$ cat config.mk
export PLATFORM = sky130hd
export DESIGN_NAME = instruction_decoder_flat
export DESIGN_NICKNAME = d
export VERILOG_FILES = /design/src/rtl/isa_pkg.sv /design/src/rtl/instruction_decoder_if.sv /design/src/rtl/register_file.sv /design/src/rtl/instruction_decoder.sv /design/src/flat_wrapper.sv
export SDC_FILE = /design/constraint.sdc
export NUM_CORES = 2
export LEC_CHECK = 0
export BUFFER_PORTS_ARGS = -buffer_cell sky130_fd_sc_hd__buf_2
export CORE_MARGIN = 2
export CORE_UTILIZATION = 63
export CTS_BUF_LIST = sky130_fd_sc_hd__clkbuf_4
export CTS_CLUSTER_DIAMETER = 40
export DETAILED_ROUTE_END_ITERATION = 10
export PLACE_DENSITY = 0.81
export SYNTH_ARGS = -nofsm -noshare
export SYNTH_HDL_FRONTEND = slang
export SYNTH_SLANG_ARGS = --single-unit
export TNS_END_PERCENT = 20
$ cat constraint.sdc
create_clock -name clk -period 21.2 [get_ports clk]
set_input_delay 3.18 -clock clk [delete_from_list [all_inputs] [get_ports clk]]
set_output_delay 3.18 -clock clk [all_outputs]
set_load 0.02 [all_outputs]
$ cat src/rtl/isa_pkg.sv
// Shared ISA definitions for the decode stage: field positions, instruction
// classes, per-class operation codes and the control-select bundle.
package isa_pkg;

    localparam int BUS = 32;

    // Instruction field positions
    localparam int FUNTYPE_MSB = 31;
    localparam int FUNTYPE_LSB = 30;
    localparam int FUNCODE_MSB = 29;
    localparam int FUNCODE_LSB = 28;
    localparam int RD_MSB      = 27;
    localparam int RD_LSB      = 24;
    localparam int RA_MSB      = 23;
    localparam int RA_LSB      = 20;
    localparam int RB_MSB      = 19;
    localparam int RB_LSB      = 16;
    localparam int IMM_MSB     = 15;
    localparam int IMM_LSB     = 1;
    localparam int IMM_SEL_BIT = 0;

    typedef enum logic [1:0] {
        FT_ALU = 2'b00,
        FT_MEM = 2'b01,
        FT_BR  = 2'b10,
        FT_KRN = 2'b11
    } funtype_e;

    // ALU class
    localparam logic [1:0] FC_ADD = 2'b00;
    localparam logic [1:0] FC_SUB = 2'b01;
    localparam logic [1:0] FC_MOV = 2'b10;
    localparam logic [1:0] FC_CMP = 2'b11;
    // Memory class
    localparam logic [1:0] FC_LDR = 2'b00;
    localparam logic [1:0] FC_STR = 2'b01;
    // Branch class
    localparam logic [1:0] FC_B   = 2'b00;
    localparam logic [1:0] FC_BEQ = 2'b01;
    // Kernel class
    localparam logic [1:0] FC_KRN = 2'b00;
    localparam logic [1:0] FC_LKN = 2'b01;
    localparam logic [1:0] FC_LDK = 2'b10;
    localparam logic [1:0] FC_SHK = 2'b11;

    typedef struct packed {
        logic wb;
        logic memrd;
        logic memwr;
        logic cachewr;
        logic cachesh;
        logic branch;
    } ctrl_t;

    localparam ctrl_t CTRL_NONE = '0;

    function automatic logic [BUS-1:0] sext15(input logic [14:0] imm);
        return {{(BUS-15){imm[14]}}, imm};
    endfunction

endpackage

$ cat src/rtl/instruction_decoder_if.sv
// Decode-stage bus: fetch/writeback inputs and decoded operands/selects.
interface instruction_decoder_if;
    import isa_pkg::*;

    logic [31:0]    instruction;
    logic [BUS-1:0] WBd;
    logic [BUS-1:0] PCi;
    logic [3:0]     RDwb;
    logic           WE;

    logic [BUS-1:0] OPA;
    logic [BUS-1:0] OPB;
    logic [BUS-1:0] STR_DATA;
    logic [BUS-1:0] PCo;
    logic [BUS-1:0] RKo;
    logic [3:0]     RDo;
    logic [1:0]     FUNTYPE;
    logic [1:0]     FUNCODE;
    logic           selWB;
    logic           selMEMRD;
    logic           selMEMWR;
    logic           selCACHEWR;
    logic           selCACHESH;
    logic           selBRANCH;

    modport master (
        output instruction, WBd, PCi, RDwb, WE,
        input  OPA, OPB, STR_DATA, PCo, RKo, RDo, FUNTYPE, FUNCODE,
               selWB, selMEMRD, selMEMWR, selCACHEWR, selCACHESH, selBRANCH
    );

    modport slave (
        input  instruction, WBd, PCi, RDwb, WE,
        output OPA, OPB, STR_DATA, PCo, RKo, RDo, FUNTYPE, FUNCODE,
               selWB, selMEMRD, selMEMWR, selCACHEWR, selCACHESH, selBRANCH
    );
endinterface

$ cat src/rtl/register_file.sv
// 16 x BUS register file: one write port, three combinational read ports,
// write-through bypass, asynchronous clear that also forces reads to zero.
module register_file
    import isa_pkg::*;
(
    input  logic           clk,
    input  logic           rst,
    input  logic           we,
    input  logic [3:0]     wb_addr,
    input  logic [BUS-1:0] wb_data,
    input  logic [3:0]     ra_addr,
    input  logic [3:0]     rb_addr,
    input  logic [3:0]     rd_addr,
    output logic [BUS-1:0] ra_data,
    output logic [BUS-1:0] rb_data,
    output logic [BUS-1:0] rd_data
);

    logic [BUS-1:0] regs [16];

    // Writeback into the array; cleared asynchronously by rst
    // NOTE: every entry is reset because reads during/after reset must be 0;
    // a storage array normally would not be reset at all.
    always_ff @(posedge clk or posedge rst) begin
        if (rst) begin
            for (int i = 0; i < 16; i++) regs[i] <= '0;
        end else if (we) begin
            // NOTE: non-blocking so every reader sees the pre-edge value.
            regs[wb_addr] <= wb_data;
        end
    end

    // Reads forward the in-flight writeback; rst masks both paths to zero
    assign ra_data = rst ? '0 : (we && wb_addr == ra_addr) ? wb_data : regs[ra_addr];
    assign rb_data = rst ? '0 : (we && wb_addr == rb_addr) ? wb_data : regs[rb_addr];
    assign rd_data = rst ? '0 : (we && wb_addr == rd_addr) ? wb_data : regs[rd_addr];

endmodule

$ cat src/rtl/instruction_decoder.sv
// Decode stage: field split, control-select table and operand selection.
module instruction_decoder
    import isa_pkg::*;
(
    input  logic                  clk,
    input  logic                  rst,
    instruction_decoder_if.slave  dec
);

    funtype_e       funtype;
    logic [1:0]     funcode;
    logic [3:0]     rd, ra, rb;
    logic [14:0]    imm15;
    logic           imm_sel;
    logic [BUS-1:0] ra_data, rb_data, rd_data;
    ctrl_t          ctrl;

    assign funtype = funtype_e'(dec.instruction[FUNTYPE_MSB:FUNTYPE_LSB]);
    assign funcode = dec.instruction[FUNCODE_MSB:FUNCODE_LSB];
    assign rd      = dec.instruction[RD_MSB:RD_LSB];
    assign ra      = dec.instruction[RA_MSB:RA_LSB];
    assign rb      = dec.instruction[RB_MSB:RB_LSB];
    assign imm15   = dec.instruction[IMM_MSB:IMM_LSB];
    assign imm_sel = dec.instruction[IMM_SEL_BIT];

    register_file u_regs (
        .clk     (clk),
        .rst     (rst),
        .we      (dec.WE),
        .wb_addr (dec.RDwb),
        .wb_data (dec.WBd),
        .ra_addr (ra),
        .rb_addr (rb),
        .rd_addr (rd),
        .ra_data (ra_data),
        .rb_data (rb_data),
        .rd_data (rd_data)
    );

    // Control-select table; reserved encodings fall through to all-zero
    always_comb begin
        // NOTE: default first so no path leaves ctrl unassigned (no latch).
        ctrl = CTRL_NONE;
        unique case (funtype)
            FT_ALU: if (funcode != FC_CMP) ctrl.wb = 1'b1;
            FT_MEM: begin
                if (funcode == FC_LDR) begin
                    ctrl.wb    = 1'b1;
                    ctrl.memrd = 1'b1;
                end else if (funcode == FC_STR) begin
                    ctrl.memwr = 1'b1;
                end
            end
            FT_BR: begin
                if (funcode == FC_B || funcode == FC_BEQ) begin
                    ctrl.wb     = 1'b1;
                    ctrl.branch = 1'b1;
                end
            end
            FT_KRN: begin
                case (funcode)
                    FC_KRN:  ctrl.wb      = 1'b1;
                    FC_LKN:  ctrl.cachewr = 1'b1;
                    FC_LDK:  ctrl.wb      = 1'b1;
                    default: ctrl.cachesh = 1'b1;
                endcase
            end
            default: ctrl = CTRL_NONE;
        endcase
    end

    // Operand selection: branches use PC and the immediate
    assign dec.OPA      = (funtype == FT_BR) ? dec.PCi : ra_data;
    assign dec.OPB      = (imm_sel || funtype == FT_BR) ? sext15(imm15) : rb_data;
    assign dec.STR_DATA = rd_data;
    assign dec.RKo      = rb_data;
    assign dec.PCo      = dec.PCi;
    assign dec.RDo      = rd;
    assign dec.FUNTYPE  = dec.instruction[FUNTYPE_MSB:FUNTYPE_LSB];
    assign dec.FUNCODE  = funcode;

    assign dec.selWB      = ctrl.wb;
    assign dec.selMEMRD   = ctrl.memrd;
    assign dec.selMEMWR   = ctrl.memwr;
    assign dec.selCACHEWR = ctrl.cachewr;
    assign dec.selCACHESH = ctrl.cachesh;
    assign dec.selBRANCH  = ctrl.branch;

endmodule

$ cat src/flat_wrapper.sv
// flat-port wrapper written by rule: the top's interface ports become plain ports
module instruction_decoder_flat import isa_pkg::*;
  (clk, rst, dec_instruction, dec_WBd, dec_PCi, dec_RDwb, dec_WE, dec_OPA, dec_OPB, dec_STR_DATA, dec_PCo, dec_RKo, dec_RDo, dec_FUNTYPE, dec_FUNCODE, dec_selWB, dec_selMEMRD, dec_selMEMWR, dec_selCACHEWR, dec_selCACHESH, dec_selBRANCH);
  instruction_decoder_if dec_i ();
  input  logic clk;
  input  logic rst;
  input wire logic [$bits(dec_i.instruction)-1:0] dec_instruction;
  input wire logic [$bits(dec_i.WBd)-1:0] dec_WBd;
  input wire logic [$bits(dec_i.PCi)-1:0] dec_PCi;
  input wire logic [$bits(dec_i.RDwb)-1:0] dec_RDwb;
  input wire logic [$bits(dec_i.WE)-1:0] dec_WE;
  output wire logic [$bits(dec_i.OPA)-1:0] dec_OPA;
  output wire logic [$bits(dec_i.OPB)-1:0] dec_OPB;
  output wire logic [$bits(dec_i.STR_DATA)-1:0] dec_STR_DATA;
  output wire logic [$bits(dec_i.PCo)-1:0] dec_PCo;
  output wire logic [$bits(dec_i.RKo)-1:0] dec_RKo;
  output wire logic [$bits(dec_i.RDo)-1:0] dec_RDo;
  output wire logic [$bits(dec_i.FUNTYPE)-1:0] dec_FUNTYPE;
  output wire logic [$bits(dec_i.FUNCODE)-1:0] dec_FUNCODE;
  output wire logic [$bits(dec_i.selWB)-1:0] dec_selWB;
  output wire logic [$bits(dec_i.selMEMRD)-1:0] dec_selMEMRD;
  output wire logic [$bits(dec_i.selMEMWR)-1:0] dec_selMEMWR;
  output wire logic [$bits(dec_i.selCACHEWR)-1:0] dec_selCACHEWR;
  output wire logic [$bits(dec_i.selCACHESH)-1:0] dec_selCACHESH;
  output wire logic [$bits(dec_i.selBRANCH)-1:0] dec_selBRANCH;
  assign dec_i.instruction = dec_instruction;
  assign dec_i.WBd = dec_WBd;
  assign dec_i.PCi = dec_PCi;
  assign dec_i.RDwb = dec_RDwb;
  assign dec_i.WE = dec_WE;
  assign dec_OPA = dec_i.OPA;
  assign dec_OPB = dec_i.OPB;
  assign dec_STR_DATA = dec_i.STR_DATA;
  assign dec_PCo = dec_i.PCo;
  assign dec_RKo = dec_i.RKo;
  assign dec_RDo = dec_i.RDo;
  assign dec_FUNTYPE = dec_i.FUNTYPE;
  assign dec_FUNCODE = dec_i.FUNCODE;
  assign dec_selWB = dec_i.selWB;
  assign dec_selMEMRD = dec_i.selMEMRD;
  assign dec_selMEMWR = dec_i.selMEMWR;
  assign dec_selCACHEWR = dec_i.selCACHEWR;
  assign dec_selCACHESH = dec_i.selCACHESH;
  assign dec_selBRANCH = dec_i.selBRANCH;
  instruction_decoder u_core (.clk(clk), .rst(rst), .dec(dec_i));
endmodule
# ---- Word level (Yosys, flattened, before mapping)
# Index checks and enable logic that the tools add are counted.
dict set report op_classes {
  n_addsub 0
  n_mul 0
  n_div 0
  magnitude_cmp 5
  n_eq_ne 9
  n_shift 0
  muxes 31
  n_bitwise 4
  n_reduce_logical 10
}
# op n
set ops {}
lappend ops {{512-bit bitwise mux} 1}
lappend ops {{32-bit two-way mux} 15}
lappend ops {{32-bit binary-select mux with 4-bit select} 3}
lappend ops {{32-bit demux with 4-bit select} 1}
lappend ops {{5-bit >= comparator, second input constant} 4}
lappend ops {{4-bit inverter with 5-bit output} 4}
lappend ops {{4-bit equality test} 3}
lappend ops {{1-bit two-way mux} 7}
lappend ops {{2-bit equality test, second input constant} 3}
lappend ops {{2-bit two-way mux} 3}
lappend ops {{5-bit by 1-bit less-than comparator with 1-bit output, second input constant} 1}
lappend ops {{2-bit by 1-bit equality test with 1-bit output, second input constant} 2}
lappend ops {{1-bit logical AND} 4}
lappend ops {{2-bit zero test} 2}
lappend ops {{1-bit one-hot mux with 4 select lines} 1}
lappend ops {{3-bit OR reduction} 1}
lappend ops {{1-bit logical OR} 2}
lappend ops {{2-bit inequality test, second input constant} 1}
lappend ops {{2-bit OR reduction} 1}
dict set report word_totals {
  register_bits 512
  latchBits 0
  ram_bits 0
  rom_bits 0
  input_bits 103
  output_inout_bits 174
  elab_cells 75
  n_memories 0
}

# ---- Logic depth before layout (Yosys ltp)
dict set report logic_depth {
  depth_word 7
  ltp_mapped 7
  mapped_depth_nobuf 4
}

# ---- By module
# Synthesis repeated with hierarchy kept, for this count alone.
dict set report unflattened {
  cells_unflattened 2250
  hier_area_um2 32970.4
}
# module n_inst cells_each area_per_inst_um2 seq_area_each_um2
set by_module_without_submodules {}
lappend by_module_without_submodules {register_file 1 2123 31796.7 12812.3}
lappend by_module_without_submodules {instruction_decoder 1 127 1173.6 0.0}

# ---- Worst setup path before layout
# Ideal clock, no wire load.
dict set report synth_path {
  path_type {input to output}
  from {input port dec_instruction[19]}
  to {output port dec_OPB[30]}
  arrival_ns 4.715
  required_time_ns 18.020
  path_slack_ns 13.305
  path_stages 6
  path_buffers 2
  cell_sequence {buf_2 buf_2 mux4_2 a22o_1 nor2_1 o211ai_1}
}
dict set report synth_via {
  elab_chain_len 7
  word_cells_on_any_way 9
  classes_between {1 x eq/ne; 6 x mux; 1 x bitwise; 1 x reduce/logical}
}
# element line
set synth_lines {}
lappend synth_lines {{from (decl)} flat_wrapper.sv:7} ;# input wire logic [$bits(dec_i.instruction)-1:0] dec_instruction;
lappend synth_lines {{4-bit inverter with 5-bit output (implied by the code)} register_file.sv:35} ;# assign rb_data = rst ? '0 : (we && wb_addr == rb_addr) ? wb_data : regs[rb_addr];
lappend synth_lines {{32-bit binary-select mux with 4-bit select} register_file.sv:35}
lappend synth_lines {{32-bit two-way mux (implied by the code) (2 in a row)} register_file.sv:35}
lappend synth_lines {{32-bit two-way mux * (2 in a row)} register_file.sv:35}
lappend synth_lines {{32-bit two-way mux *} instruction_decoder.sv:74} ;# assign dec.OPB = (imm_sel || funtype == FT_BR) ? sext15(imm15) : rb_data;
lappend synth_lines {{to (decl)} flat_wrapper.sv:13} ;# output wire logic [$bits(dec_i.OPB)-1:0] dec_OPB;
# Every way passes the cells marked *; elsewhere a longest branch is shown, timed or not. The select of a mux whose other input is x is not followed.

# ---- Worst setup path in the final report
dict set report layout_path {
  from {input port dec_instruction[16]}
  to {output port dec_RKo[23]}
}
dict set report layout_via {
  elab_chain_len 6
  word_cells_on_any_way 8
  classes_between {1 x eq/ne; 5 x mux; 1 x bitwise; 1 x reduce/logical}
}
# element line
set layout_lines {}
lappend layout_lines {{4-bit inverter with 5-bit output (implied by the code)} register_file.sv:35}
lappend layout_lines {{32-bit binary-select mux with 4-bit select} register_file.sv:35}
lappend layout_lines {{32-bit two-way mux (implied by the code) (2 in a row)} register_file.sv:35}
lappend layout_lines {{32-bit two-way mux * (2 in a row)} register_file.sv:35}
lappend layout_lines {{to (decl)} flat_wrapper.sv:16} ;# output wire logic [$bits(dec_i.RKo)-1:0] dec_RKo;
# Marked as above.

==> flow_summary.toml <==
[route]
viasPerCell = 7.76
wirelength_um = 106000
route.detailed.drc = 0
drtPass1Iterations = 6
wire_per_inst_um = 33.1
num_vias = 24900
initialDrtViolationCount = 3633
ant_nets = 0

[worst_setup_path]
end_kind = "output pin"
path_buf_inv = 3
critPathTopFamily = "simple AND/OR/NAND/NOR gates"
max_stage_delay_ns = 1.06
crit_path_start_kind = "primary input"
critPathMaxFanout = 80
critPathKind = "primary input to output pin"
arrival_ns = 7.11
worst_path_max_delay_cell = "and2_2"
crit_chain = "buf_6, xor2_1, nor4_4, buf_4, and2_2, o2bb2ai_1, buf_2"
crit_required_ns = 18.02

[global_routing]
grt_remaining_overflow = 0
grt_pass1_vias = 24800
grt_pass1_wl_um = 157000
antenna_found_initial = 3
grtUsageTotal_pct = 39.9
grt_max_degree = 129

[cts]
root_buffer = "clkbuf_4"
cts_max_path_buffers = 3
cts_resized = 0
cts_buffers = 135
cts_hold_buf = 0
clock_latency_ns = 0.96
cts_setup_buffers = 0
cts_tree = "yes"
clk_pin_slew_ns = 0.06
clock_sinks = 512
htreeDepth = 4

[die]
ioPinCount = 277
die_area_mm2 = 0.0544
die_width_um = 233
coreArea_mm2 = 0.0516
rows = 83
start_util_pct = 64.1
die_height_um = 233

[logic_synthesis]
yosys.area.top_type = "dfrtp_1"
yosysTopAreaCellShare_pct = 38.7
synth_area_leaders = "dfrtp_1 (39%), mux4_2 (26%), mux2_2 (16%), a22o_1 (2.5%), buf_2 (2.0%)"
yosysUniqueCellTypes = 45
syn_area_per_cell_um2 = 14.4
synthFlopType = "dfrtp_1"
synth_edf_count = 0
yosysSeqAreaShare_pct = 38.7
synth-seq-cells = 512
synthCells = 2306
yosys_warnings = 0
synth_nets = 2409
async_flop_share_pct = 100
syn_area_mm2 = 0.0331

[timing]
setup_viol = 0
fmax_mhz = 97.1
fin_crit_ns = 10.29
fin_tns_setup_ns = 0
rsz0062_at_grt = "false"
setup_slack_ns = 10.91
max_slew_margin_pct = 7.87
finalCritPeriodShare_pct = 48.6
timing_worst_slew_pin_value_ns = 1.38
skew_ns = 0
hold_violations = 0
slew_viol_final = 0

[placement]
post-dp-hpwl_um = 58100
dp_cells = 2977
place_congestion = 0.867
dp_slack_ns = 11.08
port_buffers = 276

[power]
p_per_area_mw_per_mm2 = 92.0
ir_drop_mv = 0.0479
leakage_nw = 15.0

[flow_run]
drv_cap = 0

[final_layout]
final_common_cell = "dfrtp_1"
fill_cells = 3397
largest_reg_flops = 512
layout_common_cells = "dfrtp_1 (512), mux2_2 (479), mux4_2 (384), buf_2 (270), clkbuf_4 (195)"
fin_cells = 3214
area_growth_pct = 8.59
regMostFlops = "u_core.u_regs.regs"
drive_above_1_share_pct = 56.6
finalNetCount = 2537
reg_top3 = "u_core.u_regs.regs: 512 flops"

[outcome]
run_status = "complete, no violations"

[min_path]
min_path_type = "register to register"
## final cells by class
type	instances	area, µm²	share of cell area [%]
multi-input combinational	1459	18800	52.3
sequential	512	12800	35.7
timing repair buffer	325	1790	4.99
clock buffer	195	1460	4.07
tap	680	851	2.37
clock inverter	38	199	0.554
inverter	1	11.3	0.0313
antenna	4	10.0	0.0279
## power breakdown
| group | internal [mW] | switching [mW] | leakage [nW] | total, mW |
|---|---|---|---|---|
| logic | 0.575 | 0.418 | 7.67 | 0.994 |
| registers | 1.21 | 0.237 | 6.28 | 1.44 |
| clock network | 0.445 | 0.423 | 1.01 | 0.868 |
| total | 2.23 | 1.08 | 15.0 | 3.30 |
## Yosys cell counts, drive strengths merged, types with 32 or more instances
cell type  instances
dfrtp            512
mux2             512
mux4             384
buf              198
clkbuf           136
a22o              96
o21ai             78
a22oi             64
mux2i             64
nor2              45
and2              37
a221o             32
o2bb2ai           32
## per-stage QoR
| stage | area, µm² | total power [mW] | hold WS [ns] | util [%] |
|---|---|---|---|---|
| 6_report | 35900 | 3.30 | 0.532 | 69.6 |
| 5_1_grt | 35900 | 3.44 | 0.555 | 69.6 |
| 4_1_cts | 35900 | 3.28 | 0.532 | 69.6 |
| 3_5_place_dp | 34300 | 2.42 | 0.518 | 66.4 |
| 3_3_place_gp | 34300 | 2.36 | 0.512 | 66.4 |
| 2_1_floorplan | 33100 | 2.15 | 0.487 | - |
## path summary, 6_finish.rpt
kind | cells past startpoint | slack, ns | startpoint | end
setup reg to reg | 1 | 20.34 | u_core.u_regs.regs[360]$_DFFE_PP0P_ | u_core.u_regs.regs[360]$_DFFE_PP0P_
hold reg to reg | 1 | 0.53 | u_core.u_regs.regs[407]$_DFFE_PP0P_ | u_core.u_regs.regs[407]$_DFFE_PP0P_
max in group asynchronous | 4 | 16.15 | rst | u_core.u_regs.regs[26]$_DFFE_PP0P_
hold / removal | 1 | 0.53 | u_core.u_regs.regs[407]$_DFFE_PP0P_ | u_core.u_regs.regs[407]$_DFFE_PP0P_
min in group asynchronous | 2 | 2.48 | rst | u_core.u_regs.regs[331]$_DFFE_PP0P_
setup / recovery | 7 | 10.91 | dec_instruction[16] | dec_RKo[23]
## layer usage
metal	track usage [%]	vias up	wire length (µm)
li1	-	9543	-
met1	52.1	12800	36800
met2	57.7	2159	47300
met3	16.2	456	16200
met4	20.7	2	5930
met5	0	-	13
## cell families (layout without fill, tap and decap cells)
logic type / after synthesis / after routing / synth area share [%]
AOI/OAI and AO/OA: 341 / 341 / 7.92
xor gates and xnor gates: 12 / 12 / 0.318
buffers and inverters: 335 / 559 / 5.04
DFF: 512 / 512 / 38.7
muxes: 960 / 960 / 45.5
other: 0 / 4 / 0
and+or+nand+nor: 146 / 146 / 2.53
Power figures use the tool's default switching activity.
